--- src/rtl/wf68k30l_divider_mc.sv ---
// Multi-cycle signed/unsigned integer divider for the WF68K30L ALU: W/W, 2W/W and W/(W/2) forms,
// RADIX_BITS quotient bits retired per CALC cycle, operands captured at START.
module wf68k30l_divider_mc #(
  parameter int W          = 32,
  parameter int RADIX_BITS = 1
) (
  input  logic         CLK,
  input  logic         RESET,
  input  logic         START,
  input  logic         ABORT,
  input  logic         SIGNED_OP,
  input  logic         WIDE,
  input  logic         HALF,
  input  logic [W-1:0] DIVIDEND_LO,
  input  logic [W-1:0] DIVIDEND_HI,
  input  logic [W-1:0] DIVISOR,
  output logic         BUSY,
  output logic         DONE,
  output logic [W-1:0] QUOTIENT,
  output logic [W-1:0] REMAINDER,
  output logic         DIV_ZERO,
  output logic         OVERFLOW,
  output logic [1:0]   STATE_DBG
);

  // Handshake: START is taken only in IDLE while DONE and ABORT are low; BUSY is high from the
  // cycle after acceptance through the one-cycle DONE pulse; ABORT returns to IDLE on the next
  // edge with no DONE and leaves results/flags untouched.

  localparam int HW       = W / 2;
  localparam int CNT_W    = $clog2(W / RADIX_BITS + 1);
  localparam logic [CNT_W-1:0] CNT_FULL = CNT_W'(W / RADIX_BITS);
  localparam logic [CNT_W-1:0] CNT_HALF = CNT_W'(HW / RADIX_BITS);

  typedef enum logic [1:0] {S_IDLE = 2'd0, S_INIT = 2'd1, S_CALC = 2'd2, S_FIX = 2'd3} state_t;

  state_t state, state_nx;

  logic           done_r, div_zero_r, overflow_r;
  logic [W-1:0]   quotient_r, remainder_r;
  logic           op_signed, op_wide, op_half;
  logic [W-1:0]   op_lo, op_hi, op_dvs;
  logic [W-1:0]   rem_r, q_r;
  logic [W:0]     dvs_mag_r;
  logic [CNT_W-1:0] cnt_r;
  logic           neg_q_r, neg_r_r;

  logic [2*W-1:0] dvd_full;
  logic [2*W:0]   dvd_mag, dvd_hi_part;
  logic [W-1:0]   dvs_full;
  logic [W:0]     dvs_mag;
  logic           dvd_neg, dvs_neg;
  logic           is_zero, is_ovf, is_lt, is_eq, init_term;

  logic [W-1:0]   r_step, q_step;
  logic [W:0]     t_step;
  logic           q_bit;

  logic [W-1:0]   lim, q_res, r_res;
  logic           fix_ovf;

  always_ff @(posedge CLK or posedge RESET) begin
    if (RESET) state <= S_IDLE;
    else       state <= state_nx;
  end

  always_comb begin
    state_nx = state;
    unique case (state)
      S_IDLE: if (START && !ABORT && !done_r) state_nx = S_INIT;
      S_INIT: if (ABORT || init_term) state_nx = S_IDLE;
              else                    state_nx = S_CALC;
      S_CALC: if (ABORT)                       state_nx = S_IDLE;
              else if (cnt_r == CNT_W'(1))     state_nx = S_FIX;
      S_FIX:  state_nx = S_IDLE;
    endcase
  end

  always_comb begin
    BUSY      = (state != S_IDLE) || done_r;
    DONE      = done_r;
    QUOTIENT  = quotient_r;
    REMAINDER = remainder_r;
    DIV_ZERO  = div_zero_r;
    OVERFLOW  = overflow_r;
    STATE_DBG = state;
  end

  // Magnitudes carry one spare bit so the most negative operand and the compares never wrap.
  always_comb begin
    if (!op_half && op_wide) dvd_full = {op_hi, op_lo};
    else if (op_signed)      dvd_full = {{W{op_lo[W-1]}}, op_lo};
    else                     dvd_full = {{W{1'b0}}, op_lo};
    dvd_neg = op_signed & dvd_full[2*W-1];
    dvd_mag = dvd_neg ? ({1'b0, ~dvd_full} + (2*W+1)'(1)) : {1'b0, dvd_full};

    if (!op_half)       dvs_full = op_dvs;
    else if (op_signed) dvs_full = {{HW{op_dvs[HW-1]}}, op_dvs[HW-1:0]};
    else                dvs_full = {{HW{1'b0}}, op_dvs[HW-1:0]};
    dvs_neg = op_signed & dvs_full[W-1];
    dvs_mag = dvs_neg ? ({1'b0, ~dvs_full} + (W+1)'(1)) : {1'b0, dvs_full};

    dvd_hi_part = op_half ? (dvd_mag >> HW) : (dvd_mag >> W);
    is_zero     = (dvs_mag == '0);
    is_ovf      = (dvd_hi_part >= {{W{1'b0}}, dvs_mag});
    is_lt       = ({{W{1'b0}}, dvs_mag} > dvd_mag);
    is_eq       = ({{W{1'b0}}, dvs_mag} == dvd_mag);
    init_term   = is_zero || is_ovf || is_lt || is_eq;
  end

  // Restoring division, MSB first; the dividend bits stream out of the top of q_r.
  always_comb begin
    r_step = rem_r;
    q_step = q_r;
    t_step = '0;
    q_bit  = 1'b0;
    for (int i = 0; i < RADIX_BITS; i++) begin
      t_step = {r_step, q_step[W-1]};
      if (t_step >= dvs_mag_r) begin
        t_step = t_step - dvs_mag_r;
        q_bit  = 1'b1;
      end else begin
        q_bit  = 1'b0;
      end
      r_step = t_step[W-1:0];
      q_step = {q_step[W-2:0], q_bit};
    end
  end

  always_comb begin
    lim     = op_half ? {{HW{1'b0}}, 1'b1, {(HW-1){1'b0}}} : {1'b1, {(W-1){1'b0}}};
    fix_ovf = op_signed && (neg_q_r ? (q_r > lim) : (q_r >= lim));
    q_res   = neg_q_r ? (~q_r + W'(1)) : q_r;
    r_res   = neg_r_r ? (~rem_r + W'(1)) : rem_r;
  end

  always_ff @(posedge CLK or posedge RESET) begin
    if (RESET) begin
      done_r      <= 1'b0;
      div_zero_r  <= 1'b0;
      overflow_r  <= 1'b0;
      quotient_r  <= '0;
      remainder_r <= '0;
      op_signed   <= 1'b0;
      op_wide     <= 1'b0;
      op_half     <= 1'b0;
      op_lo       <= '0;
      op_hi       <= '0;
      op_dvs      <= '0;
      rem_r       <= '0;
      q_r         <= '0;
      dvs_mag_r   <= '0;
      cnt_r       <= '0;
      neg_q_r     <= 1'b0;
      neg_r_r     <= 1'b0;
    end else begin
      done_r <= 1'b0;
      unique case (state)
        S_IDLE: begin
          if (START && !ABORT && !done_r) begin
            op_signed <= SIGNED_OP;
            op_wide   <= WIDE;
            op_half   <= HALF;
            op_lo     <= DIVIDEND_LO;
            op_hi     <= DIVIDEND_HI;
            op_dvs    <= DIVISOR;
          end
        end
        S_INIT: begin
          if (!ABORT) begin
            if (init_term) begin
              done_r     <= 1'b1;
              div_zero_r <= is_zero;
              overflow_r <= !is_zero && is_ovf;
              if (is_zero || is_ovf) begin
                quotient_r  <= op_lo;
                remainder_r <= op_hi;
              end else if (is_lt) begin
                quotient_r  <= '0;
                remainder_r <= dvd_neg ? (~dvd_mag[W-1:0] + W'(1)) : dvd_mag[W-1:0];
              end else begin
                quotient_r  <= (dvd_neg ^ dvs_neg) ? '1 : W'(1);
                remainder_r <= '0;
              end
            end else begin
              rem_r     <= dvd_hi_part[W-1:0];
              q_r       <= op_half ? {dvd_mag[HW-1:0], {HW{1'b0}}} : dvd_mag[W-1:0];
              dvs_mag_r <= dvs_mag;
              cnt_r     <= op_half ? CNT_HALF : CNT_FULL;
              neg_q_r   <= dvd_neg ^ dvs_neg;
              neg_r_r   <= dvd_neg;
            end
          end
        end
        S_CALC: begin
          if (!ABORT) begin
            rem_r <= r_step;
            q_r   <= q_step;
            cnt_r <= cnt_r - CNT_W'(1);
          end
        end
        S_FIX: begin
          if (!ABORT) begin
            done_r      <= 1'b1;
            div_zero_r  <= 1'b0;
            overflow_r  <= fix_ovf;
            quotient_r  <= fix_ovf ? op_lo : q_res;
            remainder_r <= fix_ovf ? op_hi : r_res;
          end
        end
      endcase
    end
  end

endmodule
--- config.mk ---
export PLATFORM = sky130hd
export DESIGN_NAME = wf68k30l_divider_mc
export DESIGN_NICKNAME = d
export VERILOG_FILES = /design/src/rtl/wf68k30l_divider_mc.sv
export SDC_FILE = /design/constraint.sdc
export NUM_CORES = 1
export LEC_CHECK = 0
export BUFFER_PORTS_ARGS = -buffer_cell sky130_fd_sc_hd__buf_4
export CORE_AREA = 2 2 212 214
export CTS_CLUSTER_SIZE = 12
export DETAILED_ROUTE_END_ITERATION = 16
export DIE_AREA = 0 0 214 216
export PLACE_DENSITY_LB_ADDON = 0.08
export RECOVER_POWER = 25
export SKIP_LAST_GASP = 1
export SLEW_MARGIN = 25
export SYNTH_ARGS = -nofsm -noshare
export SYNTH_HDL_FRONTEND = slang
export SYNTH_SLANG_ARGS = --single-unit
--- constraint.sdc ---
create_clock -name CLK -period 11.5 [get_ports CLK]
set_input_delay 1.15 -clock CLK [delete_from_list [all_inputs] [get_ports CLK]]
set_output_delay 1.15 -clock CLK [all_outputs]
set_load 0.05 [all_outputs]
==> results of run 1 <==
## final timing paths
kind | startpoint | endpoint | slack (ns) | cells after the start
min in group asynchronous | RESET | dvs_mag_r[27]$_DFFE_PP0P_ | 1.82 | 2
min reg2reg | dvs_mag_r[27]$_DFFE_PP0P_ | dvs_mag_r[27]$_DFFE_PP0P_ | 0.47 | 2
max | op_half$_DFFE_PP0P_ | rem_r[26]$_DFFE_PP0P_ | 3.94 | 21
max in group asynchronous | RESET | QUOTIENT[28]$_DFFE_PP0P_ | 5.62 | 4
min | dvs_mag_r[27]$_DFFE_PP0P_ | dvs_mag_r[27]$_DFFE_PP0P_ | 0.47 | 2
max reg2reg | op_half$_DFFE_PP0P_ | rem_r[26]$_DFFE_PP0P_ | 3.94 | 21
## routing by layer
layer | part of all wire (%) | track usage [%] | routed length, um | vias up
met5 | 0.0093 | 0 | 8 | -
met1 | 41 | 48.4 | 35400 | 10076
met2 | 45 | 58.8 | 38800 | 1078
met3 | 8.5 | 6.47 | 7270 | 233
li1 | - | - | - | 9286
met4 | 4.9 | 16.6 | 4220 | 2
## state kept, by name, indices dropped and copies added (netlist names), 2 cells and up
signal and count:
dvs_mag_r 33, QUOTIENT 32, REMAINDER 32, op_dvs 32
op_hi 32, op_lo 32, q_r 32, rem_r 32
cnt_r 6, STATE_DBG 2
## cells in the final DEF, fill, tap and decap left out, types with 56 or more instances in the layout
cell type / netlist / final
sky130_fd_sc_hd__a21oi_1: 125 / 125
sky130_fd_sc_hd__buf_4: 3 / 206
sky130_fd_sc_hd__dfrtp_1: 273 / 272
sky130_fd_sc_hd__ha_1: 108 / 108
sky130_fd_sc_hd__inv_1: 175 / 174
sky130_fd_sc_hd__mux2_2: 143 / 143
sky130_fd_sc_hd__mux2i_1: 82 / 81
sky130_fd_sc_hd__nand2_1: 187 / 185
sky130_fd_sc_hd__nor2_1: 166 / 164
sky130_fd_sc_hd__o21ai_0: 163 / 163
sky130_fd_sc_hd__xnor2_1: 136 / 134
sky130_fd_sc_hd__xor2_1: 56 / 56
## worst max-delay path: cells and delay by family (launching register included)
family | cells | cell delay (ns)
AOI/OAI and AO/OA | 9 | 1.67
xor gates and xnor gates | 1 | 0.64
adders and majority gates | 1 | 0.30
buffers and inverters | 3 | 1.56
DFF | 1 | 0.35
muxes | 2 | 0.71
and+or+nand+nor | 5 | 2.10
## cell type report
type,count,area [um^2]
Multi-Input combinational cell,1885,13700
Timing Repair Buffer,211,1590
Clock buffer,50,1040
Inverter,177,666
Antenna cell,1,2.50
Sequential cell,273,6830
Clock inverter,15,178
Tap cell,592,741
Fill cell,4057,19000
## kinds of logic (layout without fill, tap and decap cells)
family / count (synthesis) / count (layout) / synth area share (%)
AO/OA/AOI/OAI: 617 / 617 / 19.2
XOR/XNOR: 192 / 192 / 7.70
adder cells (fa/ha/maj): 109 / 109 / 6.28
buffers and inverters: 334 / 453 / 6.11
flip-flops: 273 / 273 / 31.3
multiplexers: 253 / 253 / 12.6
other: 2 / 4 / 0.0344
AND/OR/NAND/NOR: 711 / 711 / 16.8
## metrics by stage
step	cells	setup slack, ns	utilization (%)	instance area, um^2	hold slack (ns)
global route	3203	3.65	56.6	24800	0.507
finish	3204	3.94	56.6	24800	0.474
CTS	3203	4.12	56.6	24800	0.482
floorplan	2492	2.83	-	21800	0.450
global placement	3137	3.54	53.7	23500	0.463
detailed placement	3138	4.18	53.8	23600	0.470
==> results.md, run 1 <==
Outcome:
- The run finished, with violations left.
- The final reports fail on capacitance limit, slew limit.

Clock tree:
- The worst-skew pair later-pin latency is 0.58 ns.
- After clock tree synthesis, the clock-pin slew on the worst setup and hold paths is 0.05 ns.
- The CTS tree is yes.
- Clock tree synthesis found a total of 273 sinks.
- The number of buffers between clock root and the deepest sink is 3.
- CTS built an H-tree with a depth of 2.
- In this run, post-CTS hold repair placed 0 buffers.
- In this run the post-CTS setup repair buffer count came out at 0.
- In this run, CTS created clock tree buffers numbering 37.
- The cell at the root of the clock tree is sky130_fd_sc_hd__clkbuf_16.
- After clock tree synthesis, the repair step resized 0 gates.

Synthesis:
- The total of flip-flops plus latches after synthesis is 273.
- Ranked by total cell area, the synthesized netlist is headed by sky130_fd_sc_hd__dfrtp_1 31%, sky130_fd_sc_hd__mux2_2 7.4%, sky130_fd_sc_hd__ha_1 6.2%.
- Counting instances in the post-synthesis netlist gives the leading cell types as 273 x sky130_fd_sc_hd__dfrtp_1, 187 x sky130_fd_sc_hd__nand2_1, 175 x sky130_fd_sc_hd__inv_1.
- The share of flip-flops with an asynchronous set or reset after synthesis is 100%.
- Synthesis produced 2,491 cells.
- The cell area after synthesis is 21,800 um^2.
- The synthesized design spends more area on one cell type than any other, namely sky130_fd_sc_hd__dfrtp_1.
- The number of warnings reported in the yosys synthesis log is 0.
- Summing the sequential cell areas from Yosys gives 31.3% of the chip area.
- The post-synthesis cell type count is 103.
- The most used standard cell by instance count after synthesis is sky130_fd_sc_hd__dfrtp_1.
- In the synthesized netlist the dominant register cell turns out to be sky130_fd_sc_hd__dfrtp_1.
- After synthesis, the mean cell area works out to 8.76 um^2.
- The share of synthesized area in the top cell type comes to 31.3%.
- The number of enable flip-flop cells after synthesis is 0.

Floorplanning:
- The initial utilization of the core area, before any placement, comes to 49.8%.
- 173 I/O pins were placed.
- The overall die width is 214 um.
- The core region is 43,800 um^2.
- The area of the die is 46,200 um^2.
- The die height is 216 um.
- The number of standard-cell rows in the floorplan is 77.

Critical path:
- The critical setup path kind is flop to flop.
- The maximum cell stage delay along the critical path is 0.74 ns.
- The cell type of the slowest stage on the worst timing path is sky130_fd_sc_hd__inv_2.
- Traced cell by cell, the critical path runs through buf_4 -> nand2b_4 -> mux2i_4 -> buf_4 -> a31oi_1 -> xnor2_2 -> o22ai_1 -> a21o_1 -> ha_1 -> and4_1 -> a211o_1 -> a311oi_1 -> a21oi_1 -> o21ai_0 -> a31oi_1 -> or3_1 -> nor4b_1 -> o21ai_4 -> and2_1 -> inv_2 -> mux2_1.
- Data arrives at the worst endpoint at 8.01 ns.
- The worst setup path is launched from a flop.
- The kind of end point of the critical path is a flop.
- The data required time at the worst endpoint is 11.95 ns.
- Of all nets on the critical path, the largest fanout is 43.

Timing:
- The final critical path takes up 65.7% of the cycle.
- The count of endpoints failing hold in the final timing report is 0.
- After routing, the total negative slack on setup checks comes to 0 ns.
- Setup repair after global routing left no endpoint under its margin.
- On the final layout, the worst clock skew is 0.0207 ns.
- The worst-case headroom to the max-slew limit is -173%.
- Subtracting the final worst setup slack from the clock period gives 7.56 ns.
- The number of max-slew violations in the final report is 137.
- The actual slew at the worst max-slew pin is 4.07 ns.
- The maximum clock rate is 132 MHz.
- The final-report setup violation count is 0.

GRT:
- Global routing used 36.6% of the available tracks across all layers.
- The first global-routing pass estimated 129 mm of wire.
- Entering global routing, the biggest net connects 91 pins.
- The number of global-route vias before repair is 20,169.
- The number of antenna violations at the first check in global routing is 2.
- Summed over all layers, the global routing overflow is 0.

Detailed routing:
- The residual DRC count is 0.
- The number of vias after detailed routing is 20,675.
- After detailed routing, the average wire length per cell comes to 26.7 um.
- The first-pass iteration count of the detailed router is 7.
- In this run, the number of DRC markers left after iteration 0 of detailed routing was 2,639.
- The routed design has 85.7 mm of wire.
- The remaining antenna violation count is 0.
- The vias per cell is 6.45.

Hold path:
- The min-delay analysis places its worst path in the category flop to flop.

Placement:
- The routability-driven placement congestion ratio is 0.965.
- The detailed-placement wirelength estimate is 64.3 mm.
- The count of port buffers added during placement is 172.

Flow run:
- The number of maximum-capacitance constraint violations is 3.

Cells and area:
- The final net count is 2,797.
- The proportion of layout cells with a drive suffix above 1 is 18.0%.
- The area growth from synthesis to layout is 13.6%.
Power of run 1 is left out: the tool's default activity adds up to more than one toggle a clock period on the data nets, which glitch-free logic cannot reach.
==> inputs of run 2 (changes only) <==
- clock period: 11.5 -> 7.4 ns (I/O delays scaled with it)
==> results.md, run 2 (same netlist as run 1, synthesis figures left out) <==
Outcome:
- The run finished, with violations left.
- The final reports fail on capacitance limit, slew limit.

Clock tree:
- The number of levels the H-tree was split into is 2 (unchanged).
- The buffers inserted during post-CTS setup optimization is 0 (unchanged).
- The number of buffers between clock root and the deepest sink was 3 (unchanged).
- The number of buffers created by CTS is 35 (-5.4%).
- The count of instances resized after the clock tree is built is 0 (unchanged).
- The worst-skew pair later-pin latency was 0.57 ns (about the same).
- TritonCTS built the clock tree.
- The CTS clock-pin slew for the worst setup and hold paths came to 0.07 ns (+0.02 ns).
- The cell at the root of the clock tree is sky130_fd_sc_hd__clkbuf_16.
- The clock net sink count came to 273 (unchanged).
- The hold buffer count at cts is 0 (unchanged).

Detailed routing:
- The average wire per standard cell is 26.7 um (-0.17%).
- The routed wire length is 86.2 mm (+0.61%).
- The remaining antenna violation count came to 0 (unchanged).
- The vias per cell is 6.52 (+0.97%).
- The first-pass iteration count of the detailed router was 9 (+2).
- The number of vias after detailed routing is 21,038 (+1.8%).
- The DRC marker count from the first detailed-route iteration came to 2,391 (-9.4%).
- The residual DRC count is 0 (unchanged).

Timing:
- The share of the clock period used by the worst path after layout is 94.4% (+29 points).
- The count of endpoints failing hold in the final timing report is 0 (unchanged).
- The number of max-slew violations in the final report is 141 (+2.9%).
- The setup clock skew after layout is 0.0216 ns (+0.000884 ns).
- The final-report setup violation count is 0 (unchanged).
- The maximum clock rate is 143 MHz (+8.3%).
- The actual slew at the worst max-slew pin was 2.46 ns (-1.61 ns).
- The worst-case headroom to the max-slew limit is -64.0% (+110 points).
- The setup TNS was 0 ns (unchanged).
- Setup repair after global routing left no endpoint under its margin.
- The shortest period the worst path allows was 6.98 ns (-0.577 ns).
- The least setup slack across all paths after layout came to 0.417 ns (-3.52 ns).

Placement:
- The standard cell area after detailed placement is 23,800 um^2 (+1.1%).
- The post-placement worst setup slack was 0.673 ns (-3.50 ns).
- The routability-driven placement congestion ratio came to 1.01 (+4.2%).
- The detailed-placement wirelength estimate is 65.2 mm (+1.4%).
- The count of port buffers added during placement is 172 (unchanged).

Floorplanning:
- The overall die width was 214 um (unchanged).
- The die height was 216 um (unchanged).
- The initial core utilization is 49.8% (unchanged).
- The area inside the core boundary came to 43,800 um^2 (unchanged).
- The number of standard-cell rows in the floorplan is 77 (unchanged).
- The top-level port count is 173 (unchanged).
- The area of the die is 46,200 um^2 (unchanged).

Critical path:
- The worst setup path is launched from a flop.
- The worst setup path is of the flop to flop kind.
- The kind of end point of the critical path is a flop.
- The first element of the critical path is op_lo[0]$_DFFE_PP0P_.
- The arrival time of the worst setup path is 7.42 ns (-0.59 ns).
- The data required time at the worst endpoint is 7.83 ns (-4.12 ns).
- The biggest fanout along the worst timing path is 31 (-28%).
- The worst flop-to-flop path startpoint is op_lo[0]$_DFFE_PP0P_.

Flow run:
- The number of maximum-capacitance constraint violations came to 2 (-1).

Cells and area:
- The summed area of non-filler cells in the final layout is 25,000 um^2 (+0.61%).
- The area growth from synthesis to layout is 14.3%.
- The leading cell type in the layout, fill and taps excluded is sky130_fd_sc_hd__dfrtp_1.
- The post-route core utilization is 56.9% (+0.34 points).
- The number of flip-flops in the largest register is 33 (unchanged).
- The final net count was 2,826 (+1.0%).
- The register containing the most flip-flops in the final layout is dvs_mag_r.
- The proportion of layout cells with a drive suffix above 1 is 18.3% (+0.28 points).
- In the layout the commonest cells are 272 x sky130_fd_sc_hd__dfrtp_1, 225 x sky130_fd_sc_hd__buf_4, 186 x sky130_fd_sc_hd__nand2_1.
- The number of fill cells in the layout was 4,055 (-0.049%).
- The antenna diode count is 0 (-1).

GRT:
- The remaining global-route overflow is 0 (unchanged).
- The maximum number of pins on one net before global-route repair was 166 (+82%).
- The all-layer global routing usage is 36.8% (+0.15 points).
- The number of global-route vias before repair is 20,562 (+1.9%).
- The number of antenna violations at the first check in global routing is 1 (-1).
- The first-pass GRT wire length is 130 mm (+0.76%).

Hold path:
- The beginning of the worst hold path is DIVIDEND_LO[30].
- The worst min-delay path class is primary input to flop.
==> run 2: final cells by class <==
type                            count  area (um^2)  area share, %
Clock buffer                       51         1080           4.32
Clock inverter                      9         73.8          0.296
Inverter                          177          666           2.67
Multi-Input combinational cell   1885        13700           55.0
Sequential cell                   273         6830           27.4
Tap cell                          592          741           2.97
Timing Repair Buffer              242         1840           7.39
==> run 2: stage by stage <==
step	instances	hold slack [ns]
6_report	3229	0.402
5_1_grt	3229	0.398
4_1_cts	3228	0.380
3_5_place_dp	3168	0.470
3_3_place_gp	3168	0.465
2_1_floorplan	2492	0.450
==> run 2: critical path: stages, from the launching register on <==
cell	delay (ns)
sky130_fd_sc_hd__dfrtp_1	0.52
sky130_fd_sc_hd__inv_1	0.14
sky130_fd_sc_hd__ha_1	0.29
sky130_fd_sc_hd__nor4b_4	0.43
sky130_fd_sc_hd__and4_1	0.51
sky130_fd_sc_hd__a21oi_1	0.15
sky130_fd_sc_hd__xnor2_1	0.49
sky130_fd_sc_hd__inv_1	0.21
sky130_fd_sc_hd__o21ai_0	0.36
sky130_fd_sc_hd__ha_1	0.32
sky130_fd_sc_hd__and4_1	0.22
sky130_fd_sc_hd__a211o_1	0.29
sky130_fd_sc_hd__a311oi_1	0.23
sky130_fd_sc_hd__a21oi_1	0.11
sky130_fd_sc_hd__o21ai_0	0.18
sky130_fd_sc_hd__a31oi_1	0.10
sky130_fd_sc_hd__or3_1	0.53
sky130_fd_sc_hd__nor4b_1	0.58
sky130_fd_sc_hd__o21ai_4	0.14
sky130_fd_sc_hd__and2_1	0.19
sky130_fd_sc_hd__inv_2	0.17
sky130_fd_sc_hd__buf_12	0.27
sky130_fd_sc_hd__mux2_1	0.36
==> run 2: per-layer routing <==
metal	up-vias	GRT usage, %	part of all wire, %
li1	9349	-	-
met1	10325	47.9	41
met2	1118	58.6	45
met3	246	7.79	9.2
met4	0	17.2	5.1
met5	-	0	0
==> run 2: worst paths after layout <==
| path | to | slack (ns) | cells after the start |
|---|---|---|---|
| max reg2reg | rem_r[18]$_DFFE_PP0P_ | 0.42 | 22 |
| min | op_lo[30]$_DFFE_PP0P_ | 0.40 | 2 |
| min reg2reg | dvs_mag_r[16]$_DFFE_PP0P_ | 0.47 | 2 |
| min in group asynchronous | dvs_mag_r[9]$_DFFE_PP0P_ | 1.12 | 3 |
| max | rem_r[18]$_DFFE_PP0P_ | 0.42 | 22 |
| max in group asynchronous | op_hi[15]$_DFFE_PP0P_ | 2.80 | 4 |
Power of run 2 is left out for the same reason.
